`src/rtl/bcd_updown_display.sv`:
```
// bcd_updown_display: multi-digit BCD up/down counter driving a multiplexed common-anode 7-seg display
module bcd_updown_display #(
    parameter int CLK_DIV     = 50_000_000,
    parameter int REFRESH_DIV = 100_000,
    parameter int DIGITS      = 4,
    parameter bit WRAP        = 1'b1
) (
    input  logic                clk,
    input  logic                reset,
    input  logic                en,
    input  logic                up,
    output logic [6:0]          seven_seg,
    output logic [DIGITS-1:0]   an,
    output logic [4*DIGITS-1:0] count_bcd,
    output logic                tick,
    output logic                rollover
);
    localparam int PW = $clog2(CLK_DIV);
    localparam int RW = REFRESH_DIV > 1 ? $clog2(REFRESH_DIV) : 1;
    localparam int SW = DIGITS > 1 ? $clog2(DIGITS) : 1;
    localparam logic [PW-1:0] P_MAX = PW'(CLK_DIV - 1);
    localparam logic [RW-1:0] R_MAX = RW'(REFRESH_DIV - 1);
    localparam logic [SW-1:0] S_MAX = SW'(DIGITS - 1);

    logic [PW-1:0]       presc_q, presc_d;
    logic [RW-1:0]       refr_q, refr_d;
    logic [SW-1:0]       scan_q, scan_d;
    logic [4*DIGITS-1:0] cnt_q, cnt_d, stepped;
    logic                roll_q, roll_d, carry;
    logic [3:0]          digit;

    // Free-running prescaler and display scan timing, independent of each other
    always_comb begin
        tick    = presc_q == P_MAX;
        presc_d = tick ? '0 : presc_q + 1'b1;
        refr_d  = refr_q == R_MAX ? '0 : refr_q + 1'b1;
        scan_d  = refr_q != R_MAX ? scan_q : scan_q == S_MAX ? '0 : scan_q + 1'b1;
    end

    // Ripple BCD step; a carry/borrow out of the top digit marks the limit
    always_comb begin
        stepped = cnt_q;
        carry   = 1'b1;
        for (int i = 0; i < DIGITS; i++) begin
            if (carry) begin
                if (up) begin
                    carry = cnt_q[4*i +: 4] == 4'd9;
                    stepped[4*i +: 4] = carry ? 4'd0 : cnt_q[4*i +: 4] + 4'd1;
                end else begin
                    carry = cnt_q[4*i +: 4] == 4'd0;
                    stepped[4*i +: 4] = carry ? 4'd9 : cnt_q[4*i +: 4] - 4'd1;
                end
            end
        end
        cnt_d  = tick && en && !(carry && !WRAP) ? stepped : cnt_q;
        roll_d = tick && en && carry && WRAP;
    end

    // Select the scanned digit and decode it to active-low segments
    always_comb begin
        digit = 4'd0;
        for (int i = 0; i < DIGITS; i++)
            if (scan_q == SW'(i)) digit = cnt_q[4*i +: 4];
        an = ~(DIGITS'(1) << scan_q);
        case (digit)
            4'd0:    seven_seg = 7'b0000001;
            4'd1:    seven_seg = 7'b1001111;
            4'd2:    seven_seg = 7'b0010010;
            4'd3:    seven_seg = 7'b0000110;
            4'd4:    seven_seg = 7'b1001100;
            4'd5:    seven_seg = 7'b0100100;
            4'd6:    seven_seg = 7'b0100000;
            4'd7:    seven_seg = 7'b0001111;
            4'd8:    seven_seg = 7'b0000000;
            4'd9:    seven_seg = 7'b0000100;
            default: seven_seg = 7'b1111111;
        endcase
    end

    // State registers; reset overrides any tick or scan event
    always_ff @(posedge clk) begin
        if (reset) begin
            presc_q <= '0;
            refr_q  <= '0;
            scan_q  <= '0;
            cnt_q   <= '0;
            roll_q  <= 1'b0;
        end else begin
            presc_q <= presc_d;
            refr_q  <= refr_d;
            scan_q  <= scan_d;
            cnt_q   <= cnt_d;
            roll_q  <= roll_d;
        end
    end

    assign count_bcd = cnt_q;
    assign rollover  = roll_q;
endmodule
```
`config.mk`:
```
export PLATFORM = sky130hd
export DESIGN_NAME = bcd_updown_display
export DESIGN_NICKNAME = d
export VERILOG_FILES = /design/src/rtl/bcd_updown_display.sv
export SDC_FILE = /design/constraint.sdc
export NUM_CORES = 1
export LEC_CHECK = 0
export CORE_UTILIZATION = 64
export DETAILED_ROUTE_END_ITERATION = 6
export DONT_BUFFER_PORTS = 1
export GPL_TIMING_DRIVEN = 0
export PLACE_DENSITY = 0.8
export SYNTH_ARGS = -nofsm -noshare
export SYNTH_HDL_FRONTEND = slang
export SYNTH_SLANG_ARGS = --single-unit
```
`constraint.sdc`:
```
create_clock -name clk -period 3.35 [get_ports clk]
set_clock_uncertainty 0.2 [all_clocks]
set_input_delay 0.5025 -clock clk [delete_from_list [all_inputs] [get_ports clk]]
set_output_delay 0.5025 -clock clk [all_outputs]
set_load 0.02 [all_outputs]
```
==> impl_results.md <==
* Run status: finished, final reports clean
* Routability congestion estimate at 0.847
* Top cell type's share of synthesized area at 0.347
* Number of flops mapped to enable cells by yosys at 0
* First-pass GRT wire length at 13.2 mm
* CP arrival at 2.50 ns
* Worst path cell trace: inv_1, ha_2, inv_1, o21a_1, a22oi_2, inv_1, ha_1, mux2i_2, a2bb2oi_2
* Final cycle utilization of the critical path at 0.955
* Max capacitance violation total at 0
* Max Buffers Root-to-Sink at 2
* Post-synth top area cell: dfxtp_1
* Max VDD drop at 0.304 mV
* Post-synthesis sequential element count at 62
* Number of antenna violations at the first check in global routing at 0
* Final antenna diode count at 0
* Crit path required time at 2.65 ns
* Net count of the mapped netlist at 465
* Growth of design area from synthesis to finish at 9.34%
* Power density normalized to cell area at 353 mW/mm2
* Synthesized instance count at 449
* Post-layout nets at 478
* GRT Residual Overflow at 0
* Fraction of final layout cells with drive strength greater than 1 at 0.118
* Cell types with the largest area share after synthesis: dfxtp_1 35%, xnor2_1 9.1%, nor2_1 7.7%
* Final setup TNS at 0 ns
* Vias in the first global route at 2908
* Post-synthesis cell type count at 47
* Post-Synthesis Mean Instance Area at 7.97 um2
* Count of yosys warnings during synthesis at 0
* Endpoints failing hold at 0
* Initial core utilization at 0.683
* CORE AREA at 0.00524 mm2
* Maximum frequency from static timing analysis at 313 MHz
* Detailed-routing iteration count for the pre-antenna-repair pass at 4
* Average via count per standard cell at 5.98
* Final Slew Violations at 0
* Total number of placement rows at 26
* Hold crit path type: in -> reg
* Number of buffers inserted by port buffering at 0
* Ports at 33
* Highest metal layer with signal wires: met4
* Unrepaired setup endpoints after global routing: false
* Met3 WL post-DR at 461 um
* Headroom to the max-slew limit at 0.611
* Final Critical Period at 3.20 ns
* Most frequent CP cell: inv_1
* Leakage dissipation at 0.00133 uW
* Final ANT Viol Nets at 0
* Dominant register cell in the synthesized netlist: dfxtp_1
* Post-detailed-placement half-perimeter wirelength at 5.26 mm
* Async set-reset flop share out of synthesis at 0
* Clk Tree Root Cell: clkbuf_8
* Clk Latency, worst-skew pair at 0.35 ns
* Slew at the pin with the worst max-slew slack at 0.578 ns
* Detailed-routing wirelength on met1 at 3.44 mm
* Number of levels in the clock H-tree at 3
* Path type of the worst setup path: reg -> out
* Commonest cells after routing, fill and taps aside: 73 x nor2_1, 62 x dfxtp_1, 37 x xnor2_1, 29 x nand2_1, 26 x a21oi_1
* Pin count of the biggest net entering global routing at 11
* Summed instance area of the synthesized netlist at 0.00358 mm2
* Startpoint class of the critical path: register
* Peak per-stage delay on the critical path at 0.36 ns
* WL/cell at 14.5 um
* Critical-path top delay cell: dfxtp_1
* Clock transition at the registers of the reported paths at 0.07 ns
* Number of hold-repair buffers added at the cts stage at 0
* Worst hold slack at 0.0195 ns
* Critical Path End Type: output port
* Cts bufs inserted at 9
* Number of design rule violations left after detail routing at 0
* CTS tree: done
* Die X at 76.8 um
* Largest fanout on the critical path at 7
* Clock Sink Count at 62
* Detail Route met2 WL at 3.67 mm
* Die extent in y at 76.8 um
* Drt first-iter violations at 196
* Proportion of synthesized chip area in sequential cells at 0.347
* GRT Total Usage at 0.280
* Via count at 3206
* Die area at 0.00589 mm2
* Routed Wire Length at 7.78 mm
* Commonest non-fill, non-tap cell in the layout: nor2_1
* Final setup violation count at 0
routing by layer:
metal,vias up,global-route usage
met5,-,0
met4,0,0.187
met3,22,0.0560
met2,109,0.445
met1,1491,0.340
li1,1584,-
cell families after synthesis:
family,after synthesis,synth area share
buffers and inverters,46,0.0567
xor gates and xnor gates,48,0.118
adders and majority gates,12,0.0420
and+or+nand+nor,194,0.277
DFF,62,0.347
AOI/OAI and AO/OA,81,0.142
muxes,6,0.0175
synthesized netlist by cell type, types with 6 or more instances:
| library cell | count |
|---|---|
| a311oi_1 | 7 |
| a21oi_1 | 26 |
| or3_1 | 8 |
| inv_1 | 19 |
| nor3_1 | 16 |
| dfxtp_1 | 62 |
| nor2_1 | 73 |
| o21ai_0 | 22 |
| clkbuf_1 | 15 |
| xnor2_1 | 37 |
| xor2_1 | 11 |
| nand4_1 | 8 |
| ha_1 | 12 |
| buf_2 | 6 |
| nand2_1 | 29 |
| and4_1 | 6 |
| nand3_1 | 20 |
worst paths after layout:
check,endpoint,slack [ns],startpoint,cells past startpoint
max,seven_seg[3],0.15,scan_q[0],9
max reg2reg,presc_q[23],0.81,presc_q[16],7
min reg2reg,presc_q[0],0.25,presc_q[0],1
min,count_bcd[3],0.02,reset,1
power breakdown:
part	switching [uW]	total [uW]	internal (uW)	leakage [uW]
clock network	276	581	305	0.0000865
registers	5.43	749	743	0.000500
logic	33.1	51.1	18.0	0.000747
state kept, by name (all words and copies together) (netlist names):
signal and cells:
presc_q 26, refr_q 17, count_bcd 16, scan_q 2, rollover 1
layout make-up:
| type | instances | area [um2] |
|---|---|---|
| buffer | 25 | 124 |
| sequential | 62 | 1240 |
| tap | 70 | 87.6 |
| clock inverter | 1 | 5.00 |
| timing repair buffer | 4 | 30.0 |
| clock buffer | 14 | 163 |
| fill | 398 | 1330 |
| inverter | 19 | 71.3 |
| multi-input combinational | 341 | 2190 |
worst max-delay path: cells and delay by family, from the launching register on:
kind	cells	cell delay [ns]
flops	1	0.36
compound gates	3	0.68
mux	1	0.22
buf+inv	3	0.39
fa+ha+maj	2	0.49
per-stage QoR:
stage / area, um2 / setup slack (ns) / instances / power [uW] / utilization
2_1_floorplan: 3580 / 0.401 / 449 / 804 / -
3_3_place_gp: 3660 / 0.142 / 519 / 814 / 0.700
3_5_place_dp: 3660 / 0.0842 / 519 / 815 / 0.700
4_1_cts: 3880 / 0.00812 / 533 / 1390 / 0.740
5_1_grt: 3910 / 0.000131 / 536 / 1430 / 0.747
6_report: 3910 / 0.151 / 536 / 1380 / 0.747
timing repair:
item / in CTS / in global routing
cloned: 0 / 0
setup buffers: 0 / 4
resized for setup: 9 / 3
endpoints found under the setup margin: 7 / 6
pin swaps: 1 / 2
Note: power is estimated with default switching activity, not from simulation.
